`config.mk`:
```
export PLATFORM = sky130hd
export DESIGN_NAME = dmem_mmio_router
export DESIGN_NICKNAME = d
export VERILOG_FILES = /design/src/rtl/kianv_bus_pkg.sv /design/src/rtl/dmem_router_watchdog.sv /design/src/rtl/dmem_mmio_router.sv
export SDC_FILE = /design/constraint.sdc
export NUM_CORES = 1
export LEC_CHECK = 0
export BUFFER_PORTS_ARGS = -buffer_cell sky130_fd_sc_hd__clkbuf_2
export CAP_MARGIN = 15
export CELL_PAD_IN_SITES_DETAIL_PLACEMENT = 1
export CELL_PAD_IN_SITES_GLOBAL_PLACEMENT = 2
export CORE_AREA = 2 2 121 170
export DETAILED_ROUTE_END_ITERATION = 16
export DIE_AREA = 0 0 123 172
export GPL_TIMING_DRIVEN = 0
export PLACE_DENSITY = 0.77
export SLEW_MARGIN = 15
export SYNTH_ARGS = -nofsm -noshare
export SYNTH_HDL_FRONTEND = slang
export SYNTH_HIERARCHICAL = 1
export SYNTH_SLANG_ARGS = --single-unit
```
`constraint.sdc`:
```
create_clock -name clk -period 1.7 [get_ports clk]
set_input_delay 0.255 -clock clk [delete_from_list [all_inputs] [get_ports clk]]
set_output_delay 0.255 -clock clk [all_outputs]
set_load 0.01 [all_outputs]
```
`src/rtl/kianv_bus_pkg.sv`:
```
`default_nettype none
// ============================================================================
// Package : kianv_bus_pkg
// Purpose : Shared encodings and defaults for the dmem MMIO router.
//           - FSM state encoding (IDLE / REQ / RESP)
//           - target identifiers (RAM / IO / TEST / NONE)
//           - default window bases/sizes and the timeout read-data pattern
// Revision: 1.0 - initial release
// ============================================================================
package kianv_bus_pkg;

  typedef enum logic [1:0] {
    ST_IDLE = 2'd0,
    ST_REQ  = 2'd1,
    ST_RESP = 2'd2
  } state_e;

  typedef enum logic [1:0] {
    TGT_RAM  = 2'd0,
    TGT_IO   = 2'd1,
    TGT_TEST = 2'd2,
    TGT_NONE = 2'd3
  } tgt_e;

  localparam logic [31:0] c_ram_base_dflt  = 32'h0000_0000;
  localparam logic [31:0] c_ram_size_dflt  = 32'h0100_0000;
  localparam logic [31:0] c_io_base_dflt   = 32'h1000_0000;
  localparam logic [31:0] c_io_size_dflt   = 32'h0001_0000;
  localparam logic [31:0] c_test_addr_dflt = 32'h2000_0000;
  localparam logic [31:0] c_dead_beef      = 32'hDEAD_BEEF;

endpackage
`default_nettype wire

```
`src/rtl/dmem_router_watchdog.sv`:
```
`default_nettype none
// ============================================================================
// Module  : dmem_router_watchdog
// Purpose : 8-bit request-phase watchdog for dmem_mmio_router.
//           Counter clears when a request is accepted and counts every cycle
//           the router spends waiting for a target. expire is high in the
//           last permitted wait cycle (TIMEOUT_CYCLES cycles of waiting).
// Ports   : clk, reset   - clock, synchronous active-high reset
//           clear        - restart the count (request accepted)
//           run          - router is waiting on a target
//           expire       - timeout reached in this cycle
// Revision: 1.0 - initial release
// ============================================================================
module dmem_router_watchdog #(
  parameter int TIMEOUT_CYCLES = 255
) (
  input  logic clk,
  input  logic reset,
  input  logic clear,
  input  logic run,
  output logic expire
);

  localparam logic [7:0] c_last = 8'(TIMEOUT_CYCLES - 1);

  logic [7:0] r_count;

  always_ff @(posedge clk) begin
    if (reset || clear) begin
      r_count <= 8'd0;
    end else if (run && !expire) begin
      r_count <= r_count + 8'd1;
    end
  end

  // Count 0 is the first wait cycle, so c_last marks the TIMEOUT_CYCLES-th.
  assign expire = run && (r_count == c_last);

endmodule
`default_nettype wire

```
`src/rtl/dmem_mmio_router.sv`:
```
`default_nettype none
// ============================================================================
// Module  : dmem_mmio_router
// Purpose : Routes the CPU data-memory port to main RAM, the IO window or the
//           simulation test port. Request and response are registered; one
//           access is outstanding at a time. Unmapped accesses (and, with the
//           watchdog, hung accesses) complete with a one-cycle bus_err.
// Config  : DMEM_ROUTER_TIMEOUT_EN - enables the request-phase watchdog
//           (dmem_router_watchdog); without it REQ waits indefinitely.
// Ports   : clk, reset                      - clock, sync active-high reset
//           dmem_valid/addr/wmask/wdata     - CPU request (held until ready)
//           dmem_rdata/ready, bus_err       - CPU response (one-cycle pulse)
//           tgt_addr/wmask/wdata            - latched request, all targets
//           ram_valid/ready/rdata           - RAM handshake
//           io_valid/ready/rdata            - IO handshake
//           test_valid/ready                - test port handshake (no rdata)
// Revision: 1.0 - initial release
// ============================================================================
module dmem_mmio_router
  import kianv_bus_pkg::*;
#(
  parameter logic [31:0] RAM_BASE       = c_ram_base_dflt,
  parameter logic [31:0] RAM_SIZE       = c_ram_size_dflt,
  parameter logic [31:0] IO_BASE        = c_io_base_dflt,
  parameter logic [31:0] IO_SIZE        = c_io_size_dflt,
  parameter logic [31:0] TEST_ADDR      = c_test_addr_dflt,
  parameter int          TIMEOUT_CYCLES = 255
) (
  input  logic        clk,
  input  logic        reset,
  input  logic        dmem_valid,
  input  logic [31:0] dmem_addr,
  input  logic [3:0]  dmem_wmask,
  input  logic [31:0] dmem_wdata,
  output logic [31:0] dmem_rdata,
  output logic        dmem_ready,
  output logic        bus_err,
  output logic [31:0] tgt_addr,
  output logic [3:0]  tgt_wmask,
  output logic [31:0] tgt_wdata,
  output logic        ram_valid,
  input  logic        ram_ready,
  input  logic [31:0] ram_rdata,
  output logic        io_valid,
  input  logic        io_ready,
  input  logic [31:0] io_rdata,
  output logic        test_valid,
  input  logic        test_ready
);

  // Priority decode: the test word wins over IO, IO over RAM.
  function automatic tgt_e decode(input logic [31:0] addr);
    if (addr[31:2] == TEST_ADDR[31:2]) begin
      return TGT_TEST;
    end else if ((addr & ~(IO_SIZE - 32'd1)) == IO_BASE) begin
      return TGT_IO;
    end else if ((addr & ~(RAM_SIZE - 32'd1)) == RAM_BASE) begin
      return TGT_RAM;
    end
    return TGT_NONE;
  endfunction

  state_e      r_state;
  state_e      w_state_nxt;
  tgt_e        r_tgt;
  tgt_e        w_dec;
  logic [31:0] r_addr;
  logic [3:0]  r_wmask;
  logic [31:0] r_wdata;
  logic [31:0] r_rdata;
  logic        r_err;

  logic        w_accept;
  logic        w_finish;
  logic [31:0] w_rsp_rdata;
  logic        w_rsp_err;
  logic        w_tgt_ready;
  logic [31:0] w_tgt_rdata;
  logic        w_expire;

  assign w_dec = decode(dmem_addr);

`ifdef DMEM_ROUTER_TIMEOUT_EN
  dmem_router_watchdog #(
    .TIMEOUT_CYCLES (TIMEOUT_CYCLES)
  ) u_watchdog (
    .clk    (clk),
    .reset  (reset),
    .clear  (w_accept),
    .run    (r_state == ST_REQ),
    .expire (w_expire)
  );
`else
  logic w_unused_timeout;
  assign w_unused_timeout = (TIMEOUT_CYCLES == 0);
  assign w_expire         = 1'b0;
`endif

  always_ff @(posedge clk) begin
    if (reset) begin
      r_state <= ST_IDLE;
      r_tgt   <= TGT_NONE;
      r_addr  <= 32'd0;
      r_wmask <= 4'd0;
      r_wdata <= 32'd0;
      r_rdata <= 32'd0;
      r_err   <= 1'b0;
    end else begin
      r_state <= w_state_nxt;
      if (w_accept) begin
        r_tgt   <= w_dec;
        r_addr  <= dmem_addr;
        r_wmask <= dmem_wmask;
        r_wdata <= dmem_wdata;
      end
      if (w_finish) begin
        r_rdata <= w_rsp_rdata;
        r_err   <= w_rsp_err;
      end
    end
  end

  always_comb begin
    w_state_nxt = r_state;
    w_accept    = 1'b0;
    w_finish    = 1'b0;
    w_rsp_rdata = 32'd0;
    w_rsp_err   = 1'b0;
    w_tgt_ready = 1'b0;
    w_tgt_rdata = 32'd0;
    ram_valid   = 1'b0;
    io_valid    = 1'b0;
    test_valid  = 1'b0;
    dmem_ready  = 1'b0;
    bus_err     = 1'b0;

    // Only the latched target's handshake is ever looked at.
    case (r_tgt)
      TGT_RAM: begin
        w_tgt_ready = ram_ready;
        w_tgt_rdata = ram_rdata;
      end
      TGT_IO: begin
        w_tgt_ready = io_ready;
        w_tgt_rdata = io_rdata;
      end
      TGT_TEST: begin
        w_tgt_ready = test_ready;
      end
      default: begin
        w_tgt_ready = 1'b0;
      end
    endcase

    case (r_state)
      ST_IDLE: begin
        if (dmem_valid) begin
          w_accept = 1'b1;
          if (w_dec == TGT_NONE) begin
            // Unmapped: skip REQ entirely and answer with an error.
            w_state_nxt = ST_RESP;
            w_finish    = 1'b1;
            w_rsp_err   = 1'b1;
          end else begin
            w_state_nxt = ST_REQ;
          end
        end
      end
      ST_REQ: begin
        ram_valid  = (r_tgt == TGT_RAM);
        io_valid   = (r_tgt == TGT_IO);
        test_valid = (r_tgt == TGT_TEST);
        if (w_tgt_ready) begin
          w_state_nxt = ST_RESP;
          w_finish    = 1'b1;
          w_rsp_rdata = w_tgt_rdata;
        end else if (w_expire) begin
          w_state_nxt = ST_RESP;
          w_finish    = 1'b1;
          w_rsp_rdata = c_dead_beef;
          w_rsp_err   = 1'b1;
        end
      end
      ST_RESP: begin
        dmem_ready  = 1'b1;
        bus_err     = r_err;
        w_state_nxt = ST_IDLE;
      end
      default: begin
        w_state_nxt = ST_IDLE;
      end
    endcase
  end

  assign dmem_rdata = r_rdata;
  assign tgt_addr   = r_addr;
  assign tgt_wmask  = r_wmask;
  assign tgt_wdata  = r_wdata;

endmodule
`default_nettype wire

```
### After elaboration in Yosys (flattened, before gate mapping)

Cells that the tools add are included.

* muxes and demuxes: 27
* reduce and logical (&&, ||, !) cells: 4
* equality and inequality tests: 9

Operator list (count)
* 32-bit 2-to-1 mux: 2
* 32-bit case mux with 2 select lines: 1
* 32-bit logical NOT: 1
* 30-bit by 28-bit == test with 1-bit output, second input constant: 1
* 16-bit by 13-bit == test with 1-bit output, second input constant: 1
* 1-bit 2-to-1 mux: 14
* 2-bit 2-to-1 mux: 7
* 2-bit == test, second input constant: 3
* 2-bit by 1-bit == test with 1-bit output, second input constant: 2
* 2-bit logical NOT: 2
* 2-bit != test, second input constant: 2
* 2-bit case mux with 2 select lines: 1
* 1-bit case mux with 3 select lines: 1
* 1-bit case mux with 2 select lines: 1
* 2-bit AND reduction: 1

* output and inout port bits: 105
* logic and storage cells: 47
* input bits: 138
* register bits after elaboration: 105

### Depth between registers and ports, before layout

Gate-level depths: netlist of the first run.

* depth after elaboration: 9
* gate-level depth with buffers: 8

### Worst setup path before layout of the first run

OpenSTA, ideal clock, no wires.

* path kind: register -> register
* from: reg r_tgt[0]
* to: reg r_rdata[10], in the netlist dmem_rdata[10]
* slack: 0.164 ns
* stages on the path, launching flop included: 9
* required time: 1.579 ns
* data arrival time: 1.415 ns
* period minus slack after synthesis: 1.536 ns
* path through: dfxtp_1 -> buf_6 -> mux2_1 -> nand3_1 -> buf_4 -> buf_4 -> nor3_1 -> a31oi_1 -> o21ai_1

* word-level cells in the longest chain between the ends: 4

Ends and longest elaborated chain
* start: declaration: line dmem_mmio_router.sv:65 `tgt_e r_tgt;`
* start signal: assignment: line dmem_mmio_router.sv:111 `r_tgt <= w_dec;`
* 2-bit == test, or another cell as far along: line dmem_mmio_router.sv:138 `case (r_tgt)`
* 1-bit case mux with 3 select lines or 32-bit case mux with 2 select lines (tied branches): line dmem_mmio_router.sv:138
* 1-bit 2-to-1 mux or 32-bit 2-to-1 mux (tied branches): line dmem_mmio_router.sv:173 `if (w_tgt_ready) begin`
* 1-bit case mux with 2 select lines or 32-bit 2-to-1 mux (tied branches): line dmem_mmio_router.sv:155 `case (r_state)`
* end signal: assignment: line dmem_mmio_router.sv:117 `r_rdata <= w_rsp_rdata;`
* end: declaration: line dmem_mmio_router.sv:70 `logic [31:0] r_rdata;`

Parallel ways exist; a longest one is shown, timed or not.
A chain may end at the register's enable or synchronous reset.

### Worst setup path in the final report of the first run

* from: reg r_tgt[0]
* to: out ram_valid

* word-level cells in the longest chain between the ends: 2

Ends and longest elaborated chain
* 2-bit logical NOT: line dmem_mmio_router.sv:170 `ram_valid = (r_tgt == TGT_RAM);`
* 1-bit 2-to-1 mux: line dmem_mmio_router.sv:155
* end: declaration: line dmem_mmio_router.sv:41 `output logic ram_valid,`

Every way passes these cells.

==> results.md, run 1 <==
Hold path:
- The type of the most critical hold path is input port to flip-flop.

Clocking:
- The number of clock buffers added by TritonCTS is 9.
- After clock tree synthesis, the clock-pin slew on the worst setup and hold paths is 0.08 ns.
- The clock sink count is 105.
- CTS placed an instance of clkbuf_16 at the clock tree root.
- The cts-stage hold buffer count is 0.
- The clock latency on the worst-skew pair is between 0.3 and 0.4 ns.
- The longest clock path from root to sink contains 2 buffers.
- The count of H-tree levels built during CTS is 3.
- TritonCTS built the clock tree.

Pwr:
- The power consumption is 5.37 mW.
- The largest voltage drop on the vdd net is 0.000406 V.
- The power per cell area is ~840 nW/um^2.
- The leakage power of the design is 2.95 nW.

Finish:
- The number of antenna diodes in the final layout is 0.
- The number of non-filler instances in the completed layout is 1070.
- Once layout is complete, the utilization of the core stands at 0.324.
- In the final layout, the share of cells above drive strength 1 is 0.364.
- The finished cells cover 6370 um^2.
- Relative to the synthesized area, the layout overhead comes to 43.1%.
- The net count of the finished layout is 951.

Worst setup path:
- The slowest stage of the critical path is the dfxtp_2 cell.
- Data on the critical path arrives at its endpoint at 1.40 ns.
- The critical path in this run is classified as flip-flop to primary output.
- The largest single stage delay on the critical path is 0.32 ns.
- Traced cell by cell, the critical path runs through buf_6 -> clkbuf_8 -> nor4_2 -> buf_2.
- The worst setup path is launched from a flip-flop.
- The worst setup path is captured at a primary output.
- In this run the worst path has a maximum fanout of 10.
- The worst endpoint required time is 1.44 ns.

Die:
- The die is between 150 and 200 um tall.
- After floorplanning, the core was divided into 61 placement rows.
- The horizontal extent of the die is 123 um.
- The die covers 21200 um^2.
- During I/O placement, the number of pins put on the boundary was 243.
- The starting density of the core is 0.226.
- The core area is 19700 um^2.

Global route:
- The first global-routing pass estimated 24900 um of wire.
- The number of antenna violations at the first check in global routing was 0.
- The total congestion overflow is 0.
- The maximum number of pins on one net before global-route repair is 19.
- The overall global routing resource usage is 0.151.
- The number of global-route vias before repair was between 4000 and 5000.

Logic synthesis:
- The fraction of registers with async set or reset after synthesis is 0.
- The count of distinct cell types in the synthesized netlist is 32.
- The synthesis warning total is 6.
- The post-synthesis register bit count is approximately 110.
- Counting every net in the synthesized netlist gives 697.
- Yosys mapped a number of flops with a built-in enable equal to 0.
- The most used flip-flop cell after synthesis is dfxtp_1.
- The share of the Yosys chip area taken by registers is 0.472.
- The per-instance average area after synthesis is around 8.0 um^2.
- The number of standard cells after synthesis is 559.
- After synthesis the cells add up to 4450 um^2.

Drt:
- The residual antenna-violating net count after detailed routing is 0.
- The pre-antenna-repair detailed-routing pass consisted of 4 iterations.
- The count of routing violations after the opening detailed-route iteration is 118.
- The per-cell routed wire length is 15.0 um.
- Wires add up to 16100 um.
- The routed layout has 4741 vias.
- Using the TritonRoute via totals, the vias-per-cell ratio works out to ~4.4.
- The remaining design rule violation count is 0.

Timing:
- The clock period minus final worst setup slack is 1.66 ns.
- The accumulated negative setup slack is 0 ns.
- The max-slew violation total from the final report is 0.
- Setup repair after global routing could not meet its margin everywhere.
- The worst max-slew margin expressed relative to the limit is 0.603.
- In the finished design, the share of the clock period the worst path needs comes to 0.976.
- The achievable frequency is about 600 MHz.
- The transition at the pin with the smallest max-transition slack is slightly below 0.6 ns.
- The final hold violation count is 0.
- Setup violations remaining at the end of the flow were counted as 0.
- The worst clock skew is 0.00663 ns.

Place:
- The placed instances occupy a cell area of 5970 um^2.
- The total instance count after detailed placement is 1052.
- Summed over all nets, the half-perimeter wirelength after detailed placement is 12500 um.
- At the end of routability-driven placement, the weighted congestion stood at just under 0.7.
- Port buffering added roughly 240 buffers.

Run:
- The total of max-cap violations is 0.

Run status:
- The run finished with clean final reports.
flip-flops by register name, summed over array words and instances (netlist names):
name / flops
r_state: 2
r_tgt: 2
tgt_wdata: 32
tgt_addr: 32
r_err: 1
dmem_rdata: 32
tgt_wmask: 4
final cells by class:
| cell class | instances | area (um^2) |
|---|---|---|
| Sequential cell | 105 | 2110 |
| Clock buffer | 10 | 239 |
| Timing Repair Buffer | 245 | 1230 |
| Tap cell | 252 | 315 |
| Inverter | 33 | 124 |
| Fill cell | 2496 | 13300 |
| Multi-Input combinational cell | 376 | 2040 |
| Clock inverter | 6 | 50.0 |
| Buffer | 43 | 260 |
worst max-delay path, delay by kind of cell, from the launching register on:
| family | cells | cell delay [ns] |
|---|---|---|
| buf+inv | 3 | 0.49 |
| flops | 1 | 0.32 |
| simple gates | 1 | 0.24 |
per-layer routing:
layer	share of wire	track usage	up-vias	wire, um
met4	0.023	0.0652	0	363
met3	0.077	0.0406	18	1240
li1	-	-	2406	-
met1	0.39	0.162	2162	6300
met5	0	0	-	0
met2	0.51	0.275	155	8200
Yosys cell counts, types with 2 or more instances:
cell type | count | area (um^2)
buf_2 | 11 | 55.1
nor4_2 | 2 | 25.0
mux2i_1 | 32 | 320
clkbuf_1 | 26 | 97.6
nor4_1 | 5 | 31.3
and2_1 | 4 | 25.0
a22o_1 | 2 | 17.5
buf_6 | 4 | 45.0
o21ai_0 | 4 | 20.0
buf_4 | 4 | 30.0
a21oi_1 | 70 | 350
inv_1 | 33 | 124
o21ai_1 | 30 | 150
a31oi_1 | 33 | 206
nand2_1 | 138 | 518
nor2_1 | 8 | 30.0
dfxtp_1 | 105 | 2100
nor3_1 | 34 | 170
power breakdown:
| part | switching (mW) | leakage (nW) | internal, mW | total [mW] |
|---|---|---|---|---|
| clock network | 1.03 | 0.141 | 1.06 | 2.09 |
| logic | 0.387 | 1.95 | 0.287 | 0.674 |
| registers | 0.0543 | 0.858 | 2.56 | 2.61 |
| total | 1.47 | 2.95 | 3.90 | 5.37 |
cells by family (layout without fill, tap and decap cells):
kind of cell / count (synthesis) / in the layout / synth area share
simple gates: 200 / 200 / 0.197
compound gates: 143 / 143 / 0.178
flops: 105 / 105 / 0.472
buf+inv: 78 / 337 / 0.0790
mux: 33 / 33 / 0.0745
path summary, 6_finish.rpt:
check,to,cells after the start,start,slack (ns)
worst max-delay path,ram_valid,4,r_tgt[0],0.04
worst min-delay path,tgt_wdata[30],3,dmem_wdata[30],0.11
worst max register to register,dmem_rdata[14],8,r_tgt[0],0.08
worst min register to register,tgt_addr[22],2,tgt_addr[22],0.45
layout by cell type (no fill, tap or decap), drive strengths merged, types with 2 or more instances in the layout:
cell / count
a21oi: 70
a22o: 2
a31oi: 33
and2: 4
buf: 22
clkbuf: 276
clkinv: 2
dfxtp: 105
inv: 36
mux2i: 32
nand2: 139
nor2: 8
nor3: 34
nor4: 8
o21ai: 35
what timing repair did:
action | in CTS | in global routing
setup buffers | 2 | 1
resized for setup | 15 | 18
gates cloned | 0 | 1
pin swaps | 0 | 4
endpoints found under the setup margin | 105 | 88
metrics by stage:
step,hold slack (ns),setup WS [ns]
2_1_floorplan,0.391,0.164
3_3_place_gp,0.441,-0.266
3_5_place_dp,0.447,-0.309
4_1_cts,0.0948,-0.0182
5_1_grt,0.112,-0.0258
6_report,0.112,0.0401
No activity file was read; power rests on OpenSTA's default activity.
==> run 2, diff against run 1 <==
--- a/config.mk
+++ b/config.mk
@@ -5,7 +5,7 @@
 export SDC_FILE = /design/constraint.sdc
 export NUM_CORES = 1
 export LEC_CHECK = 0
-export BUFFER_PORTS_ARGS = -buffer_cell sky130_fd_sc_hd__clkbuf_2
+export BUFFER_PORTS_ARGS = -buffer_cell sky130_fd_sc_hd__buf_2
 export CAP_MARGIN = 15
 export CELL_PAD_IN_SITES_DETAIL_PLACEMENT = 1
 export CELL_PAD_IN_SITES_GLOBAL_PLACEMENT = 2
==> run 2 against run 1 <==
  * Via count increased by 0.46%
  * First-iteration DRC count increased by 23%
  * Die area unchanged
  * Highest routed layer unchanged
==> results.md, run 2 (synthesis results as in run 1) <==
Clocking:
- TritonCTS built the clock tree.
- In this run the clock root is driven by a clkbuf_16.
- The clock latency on the worst-skew pair is 0.36 ns.
- The clock passes through at most 2 buffers.
- For this design, the sink count on the clock tree is 105.
- The number of buffers created by CTS is 9.
- Clock-pin slew was measured on the worst setup and hold paths at 0.08 ns.
- The count of H-tree levels built during CTS is 3.
- The cts-stage hold buffer count is 0.

Pwr:
- The largest voltage drop on the vdd net is 0.000406 V.
- The fraction of power spent switching nets is 0.270.
- The share of total power dissipated in combinational logic is 0.123.
- The power per cell area is 857 nW/um^2.
- The power dissipated by switching net loads is 1.49 mW.
- The share of total power dissipated in the clock network is 0.404.
- Of the total power, registers draw 0.473.
- Summed over all cells, the static leakage comes to 3.03 nW.
- Internal power comes to approximately 4.0 mW.
- The power consumption is 5.52 mW.

Worst setup path:
- The critical path runs through a total of 8 cells.
- Along the worst path, the maximum fanout reaches 10.
- STA classifies the critical path startpoint as a flip-flop.
- STA classifies the critical path endpoint as a flip-flop.
- The worst-case reg-to-reg path depth is 8.
- The data arrival time of the critical path is around 1.9 ns.
- The flop-to-flop setup slack is 0.07 ns.
- The total buffers and inverters traversed by the critical path is 3.
- Among cell families on the critical path, the largest total delay comes from buffers and inverters.
- The largest single stage delay on the critical path is 0.36 ns.
- The cell with the biggest individual delay on the critical path is mux2_2.
- The worst endpoint required time is a little under 2 ns.
- Walking the worst path, the cells encountered are buf_6 -> mux2_2 -> nand3_2 -> buf_6 -> buf_6 -> nor3_1 -> a31oi_4 -> o21ai_1.
- By startpoint and endpoint, the worst setup path is classified as flip-flop to flip-flop.
- The most used cell along the critical path is buf_6.

Die:
- The horizontal extent of the die is 123 um.
- The core region is ~20000 um^2.
- The initial utilization of the core area, before any placement, comes to 0.226.
- The die covers 21200 um^2.
- The initialized floorplan defines 61 standard-cell rows.
- The vertical die dimension is approximately 170 um.
- 243 I/O pins were placed.

Drt:
- In the final routed layout, each cell accounts on average for between 15 and 20 um.
- The total via count in the routed design is between 4000 and 5000.
- After detailed routing, the number of vias per cell comes to 4.43.
- The remaining design rule violation count is 0.
- Before antenna repair, the detailed router went through 4 iterations.
- The final layout contains routed wiring with a total length of 16200 um.
- The residual antenna-violating net count after detailed routing is 0.
- The count of routing violations after the opening detailed-route iteration is 145.

Timing:
- Headroom to the max-slew limit came out at 0.585.
- At the pin with the least slew margin, the transition time is around 0.62 ns.
- The final hold violation count is 0.
- Setup repair after global routing could not meet its margin everywhere.
- Across all setup checks in the final design, the least slack found is 0.0693 ns.
- The ratio of final minimum period to clock period is 0.959.
- Setup violations remaining at the end of the flow were counted as 0.
- The achievable frequency is 613 MHz.
- The max-slew violation total from the final report is 0.
- Clock skew on the completed layout was measured at 0.0155 ns.
- The tightest hold path in the finished design has a slack of 0.128 ns.
- The clock period minus final worst setup slack is 1.63 ns.

Finish:
- The area taken by multi-input logic gates is 2060 um^2.
- The top cell types in the final layout, fill and taps aside, are buf_2, nand2_1, dfxtp_1, a21oi_1, nor3_1.
- The most common library cell in the layout ignoring fill and taps is buf_2.
- The layout net count is 953.
- The filler cells instantiated in the layout total 2482.
- The growth of design area from synthesis to finish is 44.6%.
- The sequential cell area in the final layout is 2110 um^2.
- In the final layout, the share of cells above drive strength 1 is 0.373.

Global route:
- The number of global-route vias before repair was 4827.
- Entering global routing, the biggest net connects 20 pins.
- The first global-routing pass estimated between 20000 and 25000 um of wire.
- The total overflow left after global routing is 0.
- The number of antenna violations at the first check in global routing is 2.
- In the global route stage, overall resource usage came out at 0.151.

Place:
- Once detailed placement completed, the half-perimeter wirelength came to 12500 um.
- Input and output buffers added on the ports amount to between 200 and 250.
- The weighted congestion reported at the end of routability-driven placement is 0.702.
- Timing analysis after detailed placement gives a worst setup slack of -0.292 ns.

Run:
- The total of max-cap violations is 0.

Run status:
- The flow ran to the end, and the final reports show no timing, DRC or antenna violations.

Hold path:
- The cell count of the worst hold path is 3.
- The type of the most critical hold path is input port to flip-flop.
==> run 2: cell count changes in the layout (fill, tap and decap cells not counted), moves of 2 or more <==
cell      delta
a31oi_1      -2
clkbuf_2   -236
clkbuf_8     -2
diode_2      +2
buf_2      +240
clkbuf_1     -4
==> run 2: metal layers <==
metal | track usage | up-vias | routed length, um | share of wire
met5 | 0 | - | 0 | 0
met4 | 0.0474 | 0 | 181 | 0.011
met3 | 0.0465 | 12 | 1350 | 0.083
met2 | 0.274 | 148 | 8330 | 0.51
met1 | 0.165 | 2195 | 6370 | 0.39
li1 | - | 2408 | - | -
==> run 2: what timing repair did <==
action,4_1_cts,5_1_grt
resized for setup,13,29
gates cloned,0,1
setup buffers,3,2
pin swaps,0,4
setup endpoints to repair,104,76
==> run 2: power groups by stage <==
| stage | sequential [mW] | combinational, mW | clock, mW |
|---|---|---|---|
| 6_report | 2.61 | 0.680 | 2.23 |
| 2_1_floorplan | 2.71 | 0.260 | 0 |
| 4_1_cts | 2.61 | 0.691 | 2.34 |
| 5_1_grt | 2.63 | 0.766 | 2.42 |
| 3_3_place_gp | 2.66 | 0.684 | 0 |
| 3_5_place_dp | 2.67 | 0.688 | 0 |
==> run 2: metrics by stage <==
stage / instance area [um^2] / TNS (ns) / instances / util
after floorplan: 4450 / 0 / 559 / -
after global placement: 5970 / -14.75 / 1052 / 0.303
after detailed placement: 5970 / -17.76 / 1052 / 0.303
after CTS: 6340 / -0.00827 / 1069 / 0.322
after global routing: 6440 / -0.0125 / 1073 / 0.327
final: 6440 / 0 / 1074 / 0.327
==> run 2: layout make-up <==
class / instances / area share
tap: 252 / 0.0490
clock inverter: 7 / 0.0130
sequential: 105 / 0.328
buffer: 43 / 0.0408
timing repair buffer: 247 / 0.194
antenna: 2 / 0.000777
multi-input combinational: 376 / 0.320
clock buffer: 9 / 0.0350
inverter: 33 / 0.0192
==> run 2: worst reg2reg max path, delay by kind of cell, from the launching register on <==
family,cells,cell delay (ns)
DFF,1,0.33
and+or+nand+nor,2,0.19
buffers and inverters,3,0.39
AOI/OAI and AO/OA,2,0.25
muxes,1,0.37
==> run 2: path summary, 6_finish.rpt <==
kind	startpoint	to
min reg2reg	tgt_wdata[11]	tgt_wdata[11]
max	r_tgt[0]	dmem_rdata[27]
min	dmem_wdata[7]	tgt_wdata[7]
max reg2reg	r_tgt[0]	dmem_rdata[27]
==> run 3, diff against run 2 <==
--- a/config.mk
+++ b/config.mk
@@ -9,11 +9,12 @@
 export CAP_MARGIN = 15
 export CELL_PAD_IN_SITES_DETAIL_PLACEMENT = 1
 export CELL_PAD_IN_SITES_GLOBAL_PLACEMENT = 2
-export CORE_AREA = 2 2 121 170
+export CORE_AREA = 2 2 143 145
+export CTS_CLUSTER_SIZE = 16
 export DETAILED_ROUTE_END_ITERATION = 16
-export DIE_AREA = 0 0 123 172
+export DIE_AREA = 0 0 145 147
 export GPL_TIMING_DRIVEN = 0
-export PLACE_DENSITY = 0.77
+export PLACE_DENSITY = 0.76
 export SLEW_MARGIN = 15
 export SYNTH_ARGS = -nofsm -noshare
 export SYNTH_HDL_FRONTEND = slang
==> run 3 against run 2 <==
  * Count of clock-buffer cells in the layout increased by 1
  * Combinational power increased by 1%
  * Sequential power about the same
  * Sequential share of layout area decreased by 0.34 points
  * Power decreased by 0.87%
  * Global-route usage increased by 0.10 points
  * Non-clock buffer count decreased by 1
  * Via count increased by 0.25%
  * Clock skew decreased by 0.0082 ns
  * Register-to-register slack about the same
  * Critical endpoint is now dmem_rdata[30]
  * Largest cell class is now multi-input combinational cells
  * Largest power group unchanged
  * Highest routed layer unchanged
==> results.md, run 3 (synthesis results as in run 1) <==
Clocking:
- The clock-pin slew on the worst setup and hold paths is 0.07 ns.
- In this run the deepest clock path goes through 2 buffers.
- The H-tree generated during clock tree synthesis spans 3 levels.
- The CTS tree is built.
- The root cell of the clock tree is clkbuf_16.
- Counting every sink on the clock net gives 105.
- For the worst-skew pair, the clock arrives at the later sink with an insertion delay of 0.35 ns.
- In this run, CTS created clock tree buffers numbering 9.
- The number of hold buffers added after CTS was 0.

Place:
- The sum of net half-perimeters after detailed placement is approximately 12000 um.
- The post-place setup slack is -0.332 ns.
- Input and output buffers added on the ports amount to 241.
- Routability-driven placement finished with a final weighted congestion of 0.722.

Finish:
- Leaving out fill and tap cells, the most frequent cell in the layout is buf_2.
- In the final layout, the share of cells above drive strength 1 is 0.370.
- 0 antenna diodes ended up in the layout.
- From synthesis to final layout, the design area changed by 45.9%.
- Once layout is complete, the utilization of the core stands at 0.327.
- The library cells used most frequently in the layout, excluding fill and tap cells, are buf_2, nand2_1, dfxtp_1, a21oi_1, nor3_1.
- The layout net count is 952.

Drt:
- The routed via count divided by cell count is 4.38.
- The per-cell routed wire length is 15.0 um.
- The first detailed-routing pass ran for 4 iterations.
- The remaining design rule violation count is 0.
- In this run the remaining antenna-violating nets after routing total 0.
- For this block, the routed nets add up to 16400 um of wire.
- The count of routing violations after the opening detailed-route iteration is between 100 and 150.
- The total via count in the routed design is 4775.

Timing:
- The setup slack of the critical path after layout is 0.0703 ns.
- In the finished design, the share of the clock period the worst path needs comes to 0.959.
- The worst clock skew is 0.00733 ns.
- The max-slew violation total from the final report is 0.
- The final hold violation count is 0.
- Setup violations remaining at the end of the flow were counted as 0.
- The routed design could run at a clock period as short as 1.63 ns.
- The achievable frequency is roughly 600 MHz.
- For the pin with the worst max-slew slack, the measured transition is ~0.66 ns.
- Setup repair after global routing could not meet its margin everywhere.
- The worst pin sits at a relative slew slack of 0.560.

Global route:
- The met2 capacity usage during global routing is 0.252.
- The number of global-route vias before repair came to 4859.
- The number of antenna violations at the first check in global routing is 0.
- The maximum number of pins on one net before global-route repair is 18.
- The global routing stage identified its most utilized layer as met2.
- The total congestion overflow is 0.
- The overall global routing resource usage is 0.152.
- The wire length of the first global-routing pass is 25900 um.
- The fraction of met3 tracks used by global routing is 0.0559.
- The met1 demand-to-capacity share in global routing is 0.183.

Die:
- The top-level port count is around 240.
- The starting density of the core is 0.224.
- The vertical die dimension is 147 um.
- The floorplan step defined a die boundary enclosing roughly 21000 um^2.
- The floorplan step defined a core boundary enclosing 19800 um^2.
- The die is approximately 150 um wide.
- The number of rows created at floorplan is 52.

Run:
- The total of max-cap violations is 0.

Worst setup path:
- Data on the critical path arrives at its endpoint at 1.86 ns.
- Of all nets on the critical path, the largest fanout is 10.
- The critical path capture point type is a flip-flop.
- The critical path in this run is classified as flip-flop to flip-flop.
- The worst setup path is launched from a flip-flop.
- The worst endpoint required time is roughly 1.9 ns.

Run status:
- The run finished with clean final reports.

Hold path:
- The type of the most critical hold path is input port to flip-flop.

Pwr:
- Dividing total power by cell area gives a power density of around 840 nW/um^2.
- For this design the static power due to leakage is about 3.0 nW.
- The largest voltage drop on the vdd net is 0.000439 V.
[run 3: cell count changes in the layout (fill, tap and decap cells not counted), sizes merged]
cell	delta
inv	-3
clkinv	+2
diode	-2
[run 3: worst paths after layout]
| check | startpoint | to | slack (ns) | cells past startpoint |
|---|---|---|---|---|
| worst min-delay path | dmem_wmask[2] | tgt_wmask[2] | 0.13 | 3 |
| worst max register to register | r_state[1] | dmem_rdata[30] | 0.07 | 7 |
| worst max-delay path | r_state[1] | dmem_rdata[30] | 0.07 | 7 |
| worst min register to register | tgt_addr[30] | tgt_addr[30] | 0.45 | 2 |
[run 3: critical path, cell delays in order, from the launching register on]
cell      delay [ns]
dfxtp_4         0.38
and4bb_1        0.31
a21oi_1         0.09
and2_1          0.17
buf_2           0.16
buf_6           0.16
a31oi_1         0.16
o21ai_1         0.09
[run 3: per-stage QoR]
stage	setup TNS [ns]	std cells	cell area (um^2)	power [mW]	hold slack (ns)
after floorplan	0	559	4450	2.97	0.391
after global placement	-15.03	1070	6000	3.35	0.440
after detailed placement	-17.98	1070	6000	3.35	0.445
after CTS	0	1089	6370	5.58	0.114
after global routing	-0.0999	1089	6500	5.77	0.131
final	0	1089	6500	5.47	0.134
[run 3: metal layers]
metal	vias up	routed length, um
li1	2402	-
met2	159	7630
met1	2204	7120
met4	0	196
met3	10	1420
met5	-	0
[run 3: cell type report]
type                       count  area, um^2
fill                        2525       13300
clock buffer                  10         239
buffer                        43         269
timing repair buffer         246        1240
multi-input combinational    376        2110
sequential                   105        2110
inverter                      33         124
tap                          270         338
clock inverter                 6        66.3
[run 3: power breakdown]
group / switching [mW] / internal (mW) / total [mW] / leakage, nW
registers: 0.0526 / 2.56 / 2.61 / 0.858
clock network: 0.980 / 1.19 / 2.17 / 0.153
logic: 0.392 / 0.295 / 0.687 / 2.02
total: 1.43 / 4.04 / 5.47 / 3.03
[run 3: what timing repair did]
item / in CTS / in global routing
buffers inserted: 3 / 1
setup endpoints to repair: 102 / 45
gates cloned: 1 / 0
pin swaps: 0 / 9
gates resized for setup: 18 / 24
